===== config.mk =====
export PLATFORM = sky130hd
export DESIGN_NAME = instr_mem_loader
export DESIGN_NICKNAME = d
export VERILOG_FILES = /design/src/rtl/instr_mem_loader.sv
export SDC_FILE = /design/constraint.sdc
export NUM_CORES = 1
export LEC_CHECK = 0
export ABC_AREA = 1
export CORE_MARGIN = 3
export CORE_UTILIZATION = 54
export DETAILED_ROUTE_END_ITERATION = 12
export PLACE_DENSITY_LB_ADDON = 0.12
export SYNTH_ARGS = -nofsm -noshare
export SYNTH_HDL_FRONTEND = slang
export SYNTH_SLANG_ARGS = --single-unit

===== constraint.sdc =====
create_clock -name clk -period 3.6 [get_ports clk]
set_input_delay 0.72 -clock clk [delete_from_list [all_inputs] [get_ports clk]]
set_output_delay 0.72 -clock clk [all_outputs]
set_load 0.05 [all_outputs]

===== src/rtl/instr_mem_loader.sv =====
// Byte-stream to 32-bit word loader for the instruction memory.
// Packs bytes little-endian, drives the word-addressed write port and keeps
// the core held until a complete image has been written.
module instr_mem_loader #(
   parameter int DEPTH  = 73,
   parameter int ADDR_W = 7
) (
   input  logic              clk,
   input  logic              rst,
   input  logic              start,
   input  logic              in_valid,
   output logic              in_ready,
   input  logic [7:0]        in_data,
   input  logic              in_last,
   output logic              wr_en,
   output logic [ADDR_W-1:0] wr_addr,
   output logic [31:0]       wr_data,
   output logic              cpu_hold,
   output logic              done,
   output logic              error,
   output logic [ADDR_W:0]   word_count
);

   typedef enum logic [2:0] {
      IDLE  = 3'd0,
      LOAD  = 3'd1,
      WRITE = 3'd2,
      DONE  = 3'd3,
      ERROR = 3'd4
   } state_t;

   localparam logic [ADDR_W-1:0] LAST_ADDR = ADDR_W'(DEPTH - 1);

   state_t              state_reg, state_next;
   logic [ADDR_W-1:0]   addr_reg, addr_next;
   logic [1:0]          lane_reg, lane_next;
   logic [31:0]         buf_reg, buf_next;
   logic                last_reg, last_next;
   logic [ADDR_W:0]     wc_reg, wc_next;
   logic [ADDR_W-1:0]   wr_addr_reg, wr_addr_next;
   logic [31:0]         wr_data_reg, wr_data_next;

   // Word buffer with the incoming byte dropped into the current lane.
   // Lanes above the current one are still zero from the last clear, so a
   // short final word is naturally zero-padded.
   logic [31:0]         merged;

   genvar gi;
   generate
      for (gi = 0; gi < 4; gi++) begin : g_lane
         assign merged[8*gi +: 8] = (lane_reg == 2'(gi)) ? in_data : buf_reg[8*gi +: 8];
      end
   endgenerate

   // Status outputs decode straight from the state register, so in_ready
   // never depends on in_valid.
   assign in_ready   = (state_reg == LOAD);
   assign wr_en      = (state_reg == WRITE);
   assign cpu_hold   = (state_reg != DONE);
   assign done       = (state_reg == DONE);
   assign error      = (state_reg == ERROR);
   assign word_count = wc_reg;

   // The write port values are captured when the word completes, so they
   // are valid during WRITE and hold afterwards while wr_en is low.
   assign wr_addr    = wr_addr_reg;
   assign wr_data    = wr_data_reg;

   // Next-state and datapath update logic.
   always_comb begin
      state_next   = state_reg;
      addr_next    = addr_reg;
      lane_next    = lane_reg;
      buf_next     = buf_reg;
      last_next    = last_reg;
      wc_next      = wc_reg;
      wr_addr_next = wr_addr_reg;
      wr_data_next = wr_data_reg;

      case (state_reg)
         IDLE, DONE, ERROR: begin
            if (start) begin
               state_next = LOAD;
               addr_next  = '0;
               lane_next  = '0;
               buf_next   = '0;
               last_next  = 1'b0;
               wc_next    = '0;
            end
         end

         LOAD: begin
            if (in_valid) begin
               buf_next  = merged;
               lane_next = lane_reg + 2'd1;
               last_next = in_last;
               if (lane_reg == 2'd3 || in_last) begin
                  state_next   = WRITE;
                  wr_addr_next = addr_reg;
                  wr_data_next = merged;
               end
            end
         end

         WRITE: begin
            wc_next = wc_reg + 1'b1;
            if (last_reg) begin
               state_next = DONE;
            end else if (addr_reg == LAST_ADDR) begin
               // Memory is full but the stream has not ended: image too big.
               state_next = ERROR;
            end else begin
               state_next = LOAD;
               addr_next  = addr_reg + 1'b1;
               lane_next  = '0;
               buf_next   = '0;
            end
         end

         default: begin
            state_next = IDLE;
         end
      endcase
   end

   // State and datapath registers; reset abandons any load in progress.
   always_ff @(posedge clk or posedge rst) begin
      if (rst) begin
         state_reg   <= IDLE;
         addr_reg    <= '0;
         lane_reg    <= '0;
         buf_reg     <= '0;
         last_reg    <= 1'b0;
         wc_reg      <= '0;
         wr_addr_reg <= '0;
         wr_data_reg <= '0;
      end else begin
         state_reg   <= state_next;
         addr_reg    <= addr_next;
         lane_reg    <= lane_next;
         buf_reg     <= buf_next;
         last_reg    <= last_next;
         wc_reg      <= wc_next;
         wr_addr_reg <= wr_addr_next;
         wr_data_reg <= wr_data_next;
      end
   end

endmodule


==> results.py, run 1 <==
metrics = {
    "routing": {
        "ant_nets": 0,
        "first_pass_iters": 5,
        "wl_per_cell_um": 14.4,
        "drt-total-wl_um": 9910,
        "vias_per_cell": 5.31,
        "drcViolationCount": 0,
        "drtIter0Drc": 203,
        "vias": 3646,
    },
    "clock_tree": {
        "cts_tree": "done",
        "ctsResizeCount": 0,
        "clk_latency_ns": 0.36,
        "cts_setup_buffers": 0,
        "cts_buffer_depth": 2,
        "ctsHtreeMaxLevel": 3,
        "path_clk_slew_ns": 0.09,
        "clock_sinks": 92,
        "cts-root-buf": "clkbuf_8",
        "cts_buffers": 9,
        "ctsHoldBuffers": 0,
    },
    "timing": {
        "rsz0062_at_grt": "no",
        "finalCritPeriodShare": 0.769,
        "setup_tns_ns": 0,
        "setup_ws_ns": 0.833,
        "setup_viol": 0,
        "fin_crit_ns": 2.77,
        "finClkSkew_ns": 0.00887,
        "clock.fmax_mhz": 361,
        "slew_violations": 0,
        "maxSlewHeadroom": 0.479,
        "hold_viol": 0,
        "tightestPinTransition_ns": 0.782,
    },
    "finish": {
        "drive_above_1_share": 0.113,
        "fin_util": 0.675,
        "nets": 599,
        "fill_cells": 658,
        "fin_area_um2": 5270,
        "diodes": 0,
        "syn2layout_area_growth_pct": 19.9,
    },
    "logic_synthesis": {
        "synth_edf_count": 0,
        "synth_nets": 543,
        "ys.flop_type": "dfrtp_1",
        "synthDistinctLibCells": 27,
        "yosys.area.top_type": "dfrtp_1",
        "synth_area_leaders": "dfrtp_1 52%, nand2_1 19%, mux2_2 6.1%, o21ai_0 4.6%, inv_1 2.0%",
        "synth_seq_cells": 92,
        "yosys_warnings": 0,
        "netlist.area_leader.share": 0.523,
        "async_reset_ff_frac": 1.00,
        "synthCells": 523,
        "syn_area_um2": 4400,
        "ys_seq_area_frac": 0.523,
        "avgSynthCellArea_um2": 8.41,
    },
    "die": {
        "core-area_um2": 7810,
        "rows": 32,
        "dieArea_um2": 9260,
        "start_util": 0.563,
        "die_w_um": 96.2,
        "die_h_um": 96.2,
        "num_io_pins": 65,
    },
    "pwr": {
        "peakVddDrop_uv": 647,
        "powerDensity_nw_per_um2": 801,
        "finalPower_mw": 4.22,
        "leakage_nw": 2.64,
    },
    "setup_path": {
        "cp-end-kind": "primary output",
        "cpMaxStageDelayCell": "clkdlybuf4s50_1",
        "worstPathCellList": "inv_1 > nand2_1 > nor2_2 > clkdlybuf4s50_1",
        "crit_buf_inv": 2,
        "path_delay_family": "buffers and inverters",
        "arrival_ns": 2.05,
        "start_kind": "flop",
        "critPathMaxStageDelay_ns": 0.85,
        "crit_type": "reg -> out",
        "worstPathMaxFanout": 5,
        "crit_required_ns": 2.88,
    },
    "global_route": {
        "grt_pass1_wl_um": 16500,
        "busiest_layer": "met2",
        "grt-ovfl-total": 0,
        "grt_use_met2": 0.348,
        "grt_pass1_vias": 3483,
        "met1_usage": 0.337,
        "grt.total_usage": 0.228,
        "use_met3": 0.0430,
        "antenna_found_initial": 0,
        "grt_max_degree": 45,
    },
    "min_path": {
        "hold_path.class": "reg -> reg",
    },
    "placement": {
        "hpwl_um": 6470,
        "dpl-instance-area_um2": 5080,
        "dp_slack_ns": 1.12,
        "port-buffer-count": 64,
        "gp_congestion": 0.857,
    },
    "status": {
        "status": "finished clean",
    },
    "run": {
        "drv_cap": 0,
    },
}
==> final timing paths <==
path                                     startpoint                       to  slack, ns  cells after the start
max in group asynchronous                       rst   buf_reg[9]$_DFFE_PP0P_       2.05                      3
max reg2reg                state_reg[0]$_DFFE_PP0P_  buf_reg[18]$_DFFE_PP0P_       1.57                      7
min in group asynchronous                       rst  wr_data[23]$_DFFE_PP0P_       0.79                      2
min                          wr_data[3]$_DFFE_PP0P_   wr_data[3]$_DFFE_PP0P_       0.48                      2
min reg2reg                  wr_data[3]$_DFFE_PP0P_   wr_data[3]$_DFFE_PP0P_       0.48                      2
max                        state_reg[2]$_DFFE_PP0P_                 in_ready       0.83                      4
==> cell type report <==
| class | instances | area, um2 | share of cell area |
|---|---|---|---|
| well taps | 102 | 128 | 0.0242 |
| clock inverters | 6 | 63.8 | 0.0121 |
| multi-input cells | 379 | 1860 | 0.353 |
| inverters | 27 | 103 | 0.0195 |
| flip-flops and latches | 92 | 2300 | 0.437 |
| repair buffers | 70 | 686 | 0.130 |
| clock buffers | 10 | 128 | 0.0242 |
==> cell families after synthesis <==
| group | after synthesis | synth area share |
|---|---|---|
| compound gates | 71 | 0.0888 |
| fa+ha+maj | 7 | 0.0199 |
| buf+inv | 52 | 0.0532 |
| flops | 92 | 0.523 |
| mux | 24 | 0.0615 |
| simple gates | 277 | 0.253 |
==> metal layers <==
metal	vias to the layer above	part of all wire
li1	1786	-
met1	1745	0.48
met2	103	0.46
met3	12	0.050
met4	0	0.0097
met5	-	0
==> layout by cell type, fill, tap and decap left out, types with 3 or more instances in the layout <==
master           count
a21oi_1              4
a31oi_1              8
buf_4                6
clkbuf_8             9
clkdlybuf4s50_1     64
clkinv_2             3
dfrtp_1             92
ha_1                 7
inv_1               23
inv_2                3
mux2_2              24
nand2_1            220
nand2_2              5
nand3_1             17
nor2_1              24
o21ai_0             40
o21ai_1             11
o21ai_2              6
==> cells in the mapped netlist, types with 4 or more instances <==
master    number
nand3_1       17
buf_4          4
ha_1           7
clkbuf_1       6
nor2_1        24
mux2_2        24
buf_2         13
inv_1         24
nand2_1      220
nand2_2        5
dfrtp_1       92
o21ai_2        6
a31oi_1        8
a21oi_1        4
o21ai_0       40
o21ai_1       11
==> power by group <==
group / internal, mW / switching [mW] / leakage (nW) / total [mW]
sequential: 1.30 / 0.175 / 1.24 / 1.47
combinational: 0.657 / 1.40 / 1.31 / 2.05
clock: 0.322 / 0.372 / 0.0927 / 0.694
total: 2.28 / 1.94 / 2.64 / 4.22
==> stage by stage <==
step,hold WS (ns),cells
6_report,0.483,686
5_1_grt,0.517,686
4_1_cts,0.488,686
3_5_place_dp,0.465,670
3_3_place_gp,0.458,670
2_1_floorplan,0.445,523
==> worst register-to-register path: cells and delay by family, from the launching register on <==
| family | cells | cell delay, ns |
|---|---|---|
| simple gates | 5 | 0.94 |
| flops | 1 | 0.46 |
| compound gates | 1 | 0.44 |
| buf+inv | 1 | 0.08 |
Power figures use the tool's default switching activity.
==> run 2: changes to the inputs <==
--- a/config.mk
+++ b/config.mk
@@ -7,7 +7,7 @@
 export LEC_CHECK = 0
 export ABC_AREA = 1
 export CORE_MARGIN = 3
-export CORE_UTILIZATION = 54
+export CORE_UTILIZATION = 49
 export DETAILED_ROUTE_END_ITERATION = 12
 export PLACE_DENSITY_LB_ADDON = 0.12
 export SYNTH_ARGS = -nofsm -noshare
==> constraint.sdc (replaced) <==
create_clock -name clk -period 2.3 [get_ports clk]
set_input_delay 0.46 -clock clk [delete_from_list [all_inputs] [get_ports clk]]
set_output_delay 0.46 -clock clk [all_outputs]
set_load 0.05 [all_outputs]
==> run 2 against run 1 <==
  * Core utilization decreased by 4.1 points
  * Sequential share of layout area fell by 0.81 points
  * Sequential power up 56%
  * Clock power up 60%
  * First-iteration DRC count is 0.49% lower
  * Setup slack worse by 0.63 ns
  * Critical path depth is 3 lower
  * Largest cell class unchanged
  * Highest routed layer unchanged
==> results.py, run 2 (synthesis results as in run 1) <==
metrics = {
    "pwr": {
        "finalPower_mw": 6.70,
        "power_switching_mw": 3.07,
        "powerDensity_nw_per_um2": 1250,
        "p_sw_frac": 0.457,
        "clkPwrFrac": 0.165,
        "combPwrFrac": 0.491,
        "p_int_mw": 3.64,
        "p_seq_frac": 0.343,
        "leakage_nw": 2.69,
        "peakVddDrop_uv": 711,
    },
    "finish": {
        "drive_above_1_share": 0.128,
        "final_common_cell": "nand2_1",
        "nets": 603,
        "fin_util": 0.635,
        "seq_area_um2": 2300,
        "final_cells": 693,
        "syn2layout_area_growth_pct": 22.1,
        "multi_input_area_um2": 1860,
        "fill_cells": 726,
        "mostFrequentLayoutCells": "220 x nand2_1, 92 x dfrtp_1, 59 x clkdlybuf4s50_1, 40 x o21ai_0",
        "fin_area_um2": 5370,
        "diodes": 0,
    },
    "min_path": {
        "hold_path.class": "reg -> reg",
        "hold_path_depth": 2,
        "hold_start": "wr_data[11]$_DFFE_PP0P_",
    },
    "die": {
        "start_util": 0.520,
        "rows": 33,
        "die_h_um": 101,
        "dieArea_um2": 10100,
        "num_io_pins": 65,
        "core-area_um2": 8460,
        "die_w_um": 101,
    },
    "global_route": {
        "grt.total_usage": 0.208,
        "antenna_found_initial": 0,
        "grt-ovfl-total": 0,
        "grt_pass1_wl_um": 16900,
        "grt_max_degree": 70,
        "grt_pass1_vias": 3444,
    },
    "timing": {
        "holdWs_ns": 0.482,
        "maxSlewHeadroom": 0.660,
        "clock.fmax_mhz": 476,
        "setup_viol": 0,
        "finClkSkew_ns": 0.00762,
        "setup_ws_ns": 0.198,
        "setup_tns_ns": 0,
        "slew_violations": 0,
        "rsz0062_at_grt": "no",
        "hold_viol": 0,
        "fin_crit_ns": 2.10,
        "tightestPinTransition_ns": 0.509,
        "finalCritPeriodShare": 0.914,
    },
    "placement": {
        "hpwl_um": 6600,
        "placedCellCount": 677,
        "gp_congestion": 0.846,
        "dpl-instance-area_um2": 5170,
        "dp_slack_ns": 0.440,
        "port-buffer-count": 64,
    },
    "clock_tree": {
        "cts_setup_buffers": 0,
        "cts_buffer_depth": 2,
        "cts_tree": "done",
        "clk_latency_ns": 0.36,
        "clock_sinks": 92,
        "ctsResizeCount": 0,
        "ctsHoldBuffers": 0,
        "ctsHtreeMaxLevel": 3,
        "path_clk_slew_ns": 0.10,
        "cts_buffers": 9,
        "cts-root-buf": "clkbuf_8",
    },
    "setup_path": {
        "crit_buf_inv": 1,
        "r2r_cells": 8,
        "cpMaxStageDelayCell": "clkdlybuf4s50_1",
        "worstPathMaxFanout": 5,
        "worst-path-stages": 1,
        "worstPathCellList": "clkdlybuf4s50_1",
        "start_kind": "flop",
        "r2r_slack_ns": 0.55,
        "path_delay_family": "buffers and inverters",
        "crit_required_ns": 1.84,
        "critPathMaxStageDelay_ns": 0.84,
        "crit_type": "reg -> out",
        "worstSetupStartpoint": "word_count[0]$_DFFE_PP0P_",
        "reg2reg_from": "lane_reg[1]$_DFFE_PP0P_",
        "arrival_ns": 1.64,
        "cp-end-kind": "primary output",
    },
    "routing": {
        "first_pass_iters": 5,
        "ant_nets": 0,
        "wl_per_cell_um": 14.2,
        "vias_per_cell": 5.15,
        "drcViolationCount": 0,
        "vias": 3568,
        "drtIter0Drc": 202,
        "drt-total-wl_um": 9810,
    },
    "run": {
        "drv_cap": 0,
    },
    "status": {
        "status": "finished clean",
    },
}
run 2: cell types whose count changed in the layout (fill, tap and decap cells not counted), sizes merged:
| cell | delta |
|---|---|
| clkinvlp | +1 |
| clkdlybuf4s50 | -5 |
| buf | +8 |
| dlymetal6s2s | +1 |
| clkbuf | -1 |
run 2: final timing paths:
kind | endpoint
max | word_count[0]
min reg2reg | wr_data[11]$_DFFE_PP0P_
min | wr_data[11]$_DFFE_PP0P_
max reg2reg | wr_data[24]$_DFFE_PP0P_
max in group asynchronous | buf_reg[6]$_DFFE_PP0P_
min in group asynchronous | wr_addr[3]$_DFFE_PP0P_
run 2: routing by layer:
metal  up-vias  GRT usage  part of all wire
met4         0     0.0674             0.013
met2       101      0.303              0.45
met3        11     0.0346             0.056
met5         -          0                 0
li1       1794          -                 -
met1      1662      0.314              0.49
run 2: cell type report:
| cell class | instances | area share |
|---|---|---|
| sequential | 92 | 0.429 |
| timing repair buffer | 74 | 0.143 |
| inverter | 27 | 0.0196 |
| clock buffer | 9 | 0.0231 |
| clock inverter | 7 | 0.0142 |
| tap | 105 | 0.0245 |
| multi-input combinational | 379 | 0.347 |
run 2: worst min-delay path: cells and delay by family (launching register included):
kind	cells	cell delay [ns]
DFF	1	0.35
and+or+nand+nor	2	0.10
run 2: power groups by stage:
stage	clock network (mW)	logic, mW	registers [mW]
2_1_floorplan	0	1.33	3.27
3_5_place_dp	0	3.30	2.34
4_1_cts	1.14	3.31	2.30
5_1_grt	1.20	3.55	2.36
3_3_place_gp	0	3.27	2.31
6_report	1.11	3.29	2.30
